File: src/rtl/seg7_capture_if.sv
// rtl/seg7_capture_if.sv - sampled 7-segment display lines and captured digit results
interface seg7_capture_if #(
    parameter int DIGITS = 4
);
    logic                  sample_en;
    logic [6:0]            seg_n;
    logic [DIGITS-1:0]     dig_sel;
    logic [4*DIGITS-1:0]   value;
    logic [DIGITS-1:0]     digit_valid;
    logic [4*DIGITS-1:0]   frame_value;
    logic                  frame_valid;
    logic                  err;

    modport master (
        output sample_en, seg_n, dig_sel,
        input  value, digit_valid, frame_value, frame_valid, err
    );

    modport slave (
        input  sample_en, seg_n, dig_sel,
        output value, digit_valid, frame_value, frame_valid, err
    );
endinterface

File: src/rtl/seg7_capture.sv
// rtl/seg7_capture.sv - debounced capture of a multiplexed 7-segment display into hex nibbles
module seg7_capture #(
    parameter int DIGITS     = 4,
    parameter int STABLE_CNT = 3
) (
    input  logic            clk,
    input  logic            rst,
    seg7_capture_if.slave   bus
);
    localparam int CW = $clog2(STABLE_CNT + 1);
    localparam logic [CW-1:0]     CNT_MAX = CW'(STABLE_CNT);
    localparam logic [DIGITS-1:0] TOP_BIT = DIGITS'(1) << (DIGITS - 1);

    logic [DIGITS-1:0]   prev_sel;
    logic [6:0]          prev_seg;
    logic [CW-1:0]       cnt;
    logic [4*DIGITS-1:0] value_q;
    logic [DIGITS-1:0]   digit_valid_q;
    logic [4*DIGITS-1:0] frame_value_q;
    logic                frame_valid_q;
    logic                err_q;

    logic                onehot;
    logic                match;
    logic [CW-1:0]       cnt_next;
    logic                capture;
    logic                dec_ok;
    logic [3:0]          dec_nib;
    logic [4*DIGITS-1:0] value_next;
    logic [DIGITS-1:0]   dv_next;
    logic                frame_hit;

    // Segment lines are active-low, bit 6..0 = g..a; returns {valid, nibble}
    function automatic logic [4:0] decode(input logic [6:0] s);
        case (s)
            7'b1000000: decode = {1'b1, 4'h0};
            7'b1111001: decode = {1'b1, 4'h1};
            7'b0100100: decode = {1'b1, 4'h2};
            7'b0110000: decode = {1'b1, 4'h3};
            7'b0011001: decode = {1'b1, 4'h4};
            7'b0010010: decode = {1'b1, 4'h5};
            7'b0000010: decode = {1'b1, 4'h6};
            7'b1111000: decode = {1'b1, 4'h7};
            7'b0000000: decode = {1'b1, 4'h8};
            7'b0011000: decode = {1'b1, 4'h9};
            7'b0001000: decode = {1'b1, 4'hA};
            7'b0000011: decode = {1'b1, 4'hB};
            7'b1000110: decode = {1'b1, 4'hC};
            7'b0100001: decode = {1'b1, 4'hD};
            7'b0000110: decode = {1'b1, 4'hE};
            7'b0001110: decode = {1'b1, 4'hF};
            default:    decode = {1'b0, 4'h0};
        endcase
    endfunction

    // Stability tracking, capture detection and next digit/frame contents
    always_comb begin
        onehot   = (bus.dig_sel != '0) && ((bus.dig_sel & (bus.dig_sel - DIGITS'(1))) == '0);
        match    = (cnt != '0) && (bus.dig_sel == prev_sel) && (bus.seg_n == prev_seg);
        cnt_next = CW'(1);
        if (!onehot) begin
            cnt_next = '0;
        end else if (match) begin
            cnt_next = (cnt == CNT_MAX) ? cnt : cnt + CW'(1);
        end
        // A counter already parked at the threshold must not fire again
        capture = onehot && (cnt_next == CNT_MAX) && !(match && (cnt == CNT_MAX));
        {dec_ok, dec_nib} = decode(bus.seg_n);
        value_next = value_q;
        dv_next    = digit_valid_q;
        for (int i = 0; i < DIGITS; i++) begin
            if (bus.dig_sel[i]) begin
                if (dec_ok) begin
                    value_next[4*i +: 4] = dec_nib;
                end
                dv_next[i] = dec_ok;
            end
        end
        // Frame completes when the last digit lands with all lower digits already valid
        frame_hit = capture && dec_ok && bus.dig_sel[DIGITS-1] &&
                    ((digit_valid_q | TOP_BIT) == '1);
    end

    // Registered state; pulses clear on every edge and only sample_en edges advance state
    always_ff @(posedge clk or posedge rst) begin
        if (rst) begin
            prev_sel      <= '0;
            prev_seg      <= 7'h7F;
            cnt           <= '0;
            value_q       <= '0;
            digit_valid_q <= '0;
            frame_value_q <= '0;
            frame_valid_q <= 1'b0;
            err_q         <= 1'b0;
        end else begin
            err_q         <= 1'b0;
            frame_valid_q <= 1'b0;
            if (bus.sample_en) begin
                if (onehot) begin
                    prev_sel <= bus.dig_sel;
                    prev_seg <= bus.seg_n;
                end
                cnt <= cnt_next;
                if (capture) begin
                    value_q <= value_next;
                    if (!dec_ok) begin
                        err_q <= 1'b1;
                    end
                    if (frame_hit) begin
                        frame_value_q <= value_next;
                        frame_valid_q <= 1'b1;
                        digit_valid_q <= '0;
                    end else begin
                        digit_valid_q <= dv_next;
                    end
                end
            end
        end
    end

    assign bus.value       = value_q;
    assign bus.digit_valid = digit_valid_q;
    assign bus.frame_value = frame_value_q;
    assign bus.frame_valid = frame_valid_q;
    assign bus.err         = err_q;
endmodule

File: src/flat_wrapper.sv
// flat-port wrapper written by rule: the top's interface ports become plain ports
module seg7_capture_flat 
#(
    parameter int DIGITS     = 4,
    parameter int STABLE_CNT = 3
)
  (clk, rst, bus_sample_en, bus_seg_n, bus_dig_sel, bus_value, bus_digit_valid, bus_frame_value, bus_frame_valid, bus_err);
  seg7_capture_if #(.DIGITS(DIGITS)) bus_i ();
  input  logic clk;
  input  logic rst;
  input wire logic [$bits(bus_i.sample_en)-1:0] bus_sample_en;
  input wire logic [$bits(bus_i.seg_n)-1:0] bus_seg_n;
  input wire logic [$bits(bus_i.dig_sel)-1:0] bus_dig_sel;
  output wire logic [$bits(bus_i.value)-1:0] bus_value;
  output wire logic [$bits(bus_i.digit_valid)-1:0] bus_digit_valid;
  output wire logic [$bits(bus_i.frame_value)-1:0] bus_frame_value;
  output wire logic [$bits(bus_i.frame_valid)-1:0] bus_frame_valid;
  output wire logic [$bits(bus_i.err)-1:0] bus_err;
  assign bus_i.sample_en = bus_sample_en;
  assign bus_i.seg_n = bus_seg_n;
  assign bus_i.dig_sel = bus_dig_sel;
  assign bus_value = bus_i.value;
  assign bus_digit_valid = bus_i.digit_valid;
  assign bus_frame_value = bus_i.frame_value;
  assign bus_frame_valid = bus_i.frame_valid;
  assign bus_err = bus_i.err;
  seg7_capture #(.DIGITS(DIGITS), .STABLE_CNT(STABLE_CNT)) u_core (.clk(clk), .rst(rst), .bus(bus_i));
endmodule
File: config.mk
export PLATFORM = sky130hd
export DESIGN_NAME = seg7_capture_flat
export DESIGN_NICKNAME = d
export VERILOG_FILES = /design/src/rtl/seg7_capture_if.sv /design/src/rtl/seg7_capture.sv /design/src/flat_wrapper.sv
export SDC_FILE = /design/constraint.sdc
export NUM_CORES = 1
export LEC_CHECK = 0
export ABC_CLOCK_PERIOD_IN_PS = 6350
export BUFFER_PORTS_ARGS = -buffer_cell sky130_fd_sc_hd__clkbuf_2
export CORE_MARGIN = 3
export CORE_UTILIZATION = 60
export CTS_BUF_LIST = sky130_fd_sc_hd__clkbuf_4 sky130_fd_sc_hd__clkbuf_8 sky130_fd_sc_hd__clkbuf_16
export CTS_CLUSTER_SIZE = 16
export DETAILED_ROUTE_END_ITERATION = 10
export PLACE_DENSITY = 0.9
export SLEW_MARGIN = 20
export SYNTH_ARGS = -nofsm -noshare
export SYNTH_HDL_FRONTEND = slang
export SYNTH_SLANG_ARGS = --single-unit
File: constraint.sdc
create_clock -name clk -period 6.35 [get_ports clk]
set_clock_uncertainty 0.1 [all_clocks]
set_input_delay 0 -clock clk [delete_from_list [all_inputs] [get_ports clk]]
set_output_delay 0 -clock clk [all_outputs]
set_load 0.005 [all_outputs]
==> metrics.md <==
| Metric | Value |
|---|---|
| Status | `completed` |
| Worst min-delay path class | `in2reg` |
| Synth Flop Type | `dfrtp_1` |
| Internal power | `approximately 0.52 mW` |
| NetSw | `roughly 0.18 mW` |
| # fillers | `323` |
| CP max stage delay | `1.05 ns` |
| Post-CTS Setup Repair Bufs | `0` |
| Pin count of the biggest net entering global routing | `52` |
| Minimum clock period after layout | `around 3.4 ns` |
| Top Ports | `52` |
| Via/cell ratio | `around 6.2` |
| Sequential area share after synthesis | `44.10%` |
| Req. time, crit path | `~6.5 ns` |
| Ant diodes | `0` |
| Tcrit/Tclk final | `53.10%` |
| Htree depth | `2` |
| GP Congestion | `0.7923` |
| Seq pwr share | `52.0%` |
| EDFF count, synth | `0` |
| DR WL/cell | `17.95 µm` |
| Register area | `1285 µm²` |
| Core ar. | `about 4500 µm²` |
| PD cells | `211.3 nW/µm²` |
| Static leakage | `1.507 nW` |
| GRT Overall Usage | `between 20% and 30%` |
| Die Area | `5729 µm²` |
| Clk sinks | `51` |
| Synthesis warning total | `0` |
| Final nets | `~340` |
| Slew of the pin with the lowest slew margin | `0.9801 ns` |
| Max-slew violations | `0` |
| Max_slew headroom | `34.22%` |
| Clk pin slew, worst setup/hold paths | `0.09 ns` |
| Commonest non-fill, non-tap cell in the layout | `clkbuf_2` |
| First-pass GRT wire length | `11060 µm` |
| Final Setup Violations | `0` |
| Setup repair after global routing missed its margin | `no` |
| Comb pwr share | `around 15%` |
| DR vias | `2420` |
| Register bit total from synthesis | `51` |
| Initial antenna violation count | `0` |
| Worst-path cell with the longest stage delay | `a311oi_1` |
| Post-DP HPWL | `4603 µm` |
| Mapped Cells | `282` |
| Worst-Skew Late Latency | `0.31 ns` |
| Asr flop ratio synth | `100.0%` |
| Max VDD drop | `roughly 0.13 mV` |
| Initial core utilization | `64.27%` |
| Total wire length | `7020 µm` |
| Cell area after synthesis | `approximately 3000 µm²` |
| Arrival time worst endpoint | `about 3.5 ns` |
| 1st-pass router iterations | `4` |
| Achievable Freq | `296.6 MHz` |
| Setup TNS | `0 ns` |
| Crit. End Element | `register` |
| CTS tree | `built` |
| Die H | `75.69 µm` |
| Port buffer count | `51` |
| Max-cap violations | `0` |
| Setup CP Type | `reg2reg` |
| Switching share of power | `about a quarter` |
| CP Cell Sequence | `xor2_1 > nor4_1 > nand4_1 > a311oi_1 > mux2_2` |
| Max FO, Critical Path | `22` |
| Vias in the first global route | `2319` |
| Synth cell types | `53` |
| DRC | `0` |
| Chip Width | `75.69 µm` |
| Max clock buf depth | `2` |
| Cells resized by post-CTS repair | `0` |
| Clk pwr share | `between 30% and 40%` |
| Iteration-0 DRC count of the detailed router | `241` |
| Final antenna-violating net count | `0` |
| Placement Rows | `24` |
| CP startpoint kind | `register` |
| Most frequent cells in the layout | `51 x clkbuf_2, 44 x dfrtp_1, 25 x mux2_2, 21 x inv_1, 18 x nor2_1` |
| Final Util | `between 70% and 80%` |
| Syn_nets | `296` |
| Cts bufs inserted | `5` |
| Post-Synthesis Mean Instance Area | `~10 µm²` |
| Grt total ovfl | `0` |
| Area grow syn2layout | `14.34%` |
| Area of the multi-input gates | `1456 µm²` |
| Root Buffer | `clkbuf_8` |
| Fin. Hold Viols | `0` |
| Layout cells sized above 1 | `between 30% and 40%` |
## metrics by stage
stage	instance area, µm²	setup WS, ns	cells	power, mW	hold WS, ns
floorplan	2914	4.179	282	0.4461	0.1185
global placement	3167	3.003	379	0.4643	0.1765
detailed placement	3167	2.945	379	0.4708	0.1947
CTS	3314	2.837	390	0.7082	0.01695
global route	3332	2.795	391	0.7288	0.05885
finish	3332	2.978	391	0.7040	0.03946
## worst paths after layout
check / start / to / slack [ns] / depth (start not counted)
hold / removal: bus_seg_n[2] / u_core.prev_seg[2] / 0.04 / 2
min in group asynchronous: rst / u_core.bus.frame_value[0] / 0.27 / 3
max in group asynchronous: rst / u_core.bus.digit_valid[3] / 5.36 / 3
hold reg to reg: u_core.prev_seg[0] / u_core.prev_seg[0] / 0.40 / 2
setup / recovery: u_core.prev_seg[3] / u_core.bus.value[13] / 2.98 / 5
setup reg to reg: u_core.prev_seg[3] / u_core.bus.value[13] / 2.98 / 5
## worst max-delay path: cells and delay by family (launching register included)
kind,cells,cell delay (ns)
flip-flops,1,0.55
AO/OA/AOI/OAI,1,1.05
multiplexers,1,0.42
AND/OR/NAND/NOR,2,1.06
XOR/XNOR,1,0.09
## sequential cells by signal, summed over array words and instances, names as in the netlist
name and flops:
u_core.prev_sel 4, u_core.bus.digit_valid 4, u_core.prev_seg 7, u_core.bus.value 16, u_core.cnt 2, u_core.bus.frame_valid 1, u_core.bus.err 1, u_core.bus.frame_value 16
## power by group through the flow
stage,clock network [mW],logic (mW),registers (mW)
after global routing,0.247,0.114,0.368
final,0.235,0.103,0.366
after global placement,0,0.0947,0.370
after floorplan,0,0.0778,0.368
after detailed placement,0,0.0990,0.372
after CTS,0.240,0.102,0.366
## logic make-up after synthesis
group                     after synthesis  synth area share [%]
muxes                                  36                 13.44
buffers and inverters                  42                 5.968
AOI/OAI and AO/OA                      67                 17.52
and+or+nand+nor                        73                 15.07
DFF                                    51                 44.10
xor gates and xnor gates               13                 3.907
## cell usage after synthesis (7+ instances only)
library cell | number | area share [%]
dfrtp_1 | 44 | 38
mux2_2 | 25 | 9.7
inv_1 | 22 | 2.8
nor2_1 | 18 | 2.3
o22ai_1 | 12 | 2.6
mux2i_1 | 11 | 3.8
xor2_1 | 11 | 3.3
clkbuf_1 | 10 | 1.3
nand4_1 | 9 | 1.9
a21oi_1 | 8 | 1.4
o21ai_0 | 8 | 1.4
a211oi_1 | 7 | 1.8
buf_2 | 7 | 1.2
dfstp_2 | 7 | 6.3
## cell type report
class / instances / share of cell area [%]
sequential: 51 / 38.57
tap: 65 / 2.441
timing repair buffer: 56 / 9.238
inverter: 22 / 2.516
clock buffer: 6 / 2.478
multi-input combinational: 189 / 43.71
clock inverter: 2 / 1.051
## timing repair
action                                  4_1_cts  5_1_grt
hold buffers                                  3        0
endpoints found under the setup margin        0        0
endpoints found under the hold margin        47        0
## routing by layer
| layer | part of all wire (%) | wire length, µm | global-route usage, % | up-vias |
|---|---|---|---|---|
| met5 | 0 | 0 | 0 | - |
| met4 | 2.5 | 174 | 9.320 | 0 |
| met3 | 6.4 | 452 | 5.805 | 26 |
| met2 | 48 | 3387 | 40.75 | 94 |
| met1 | 43 | 3006 | 34.42 | 1177 |
| li1 | - | - | - | 1123 |
Note: power is estimated with default switching activity, not from simulation.
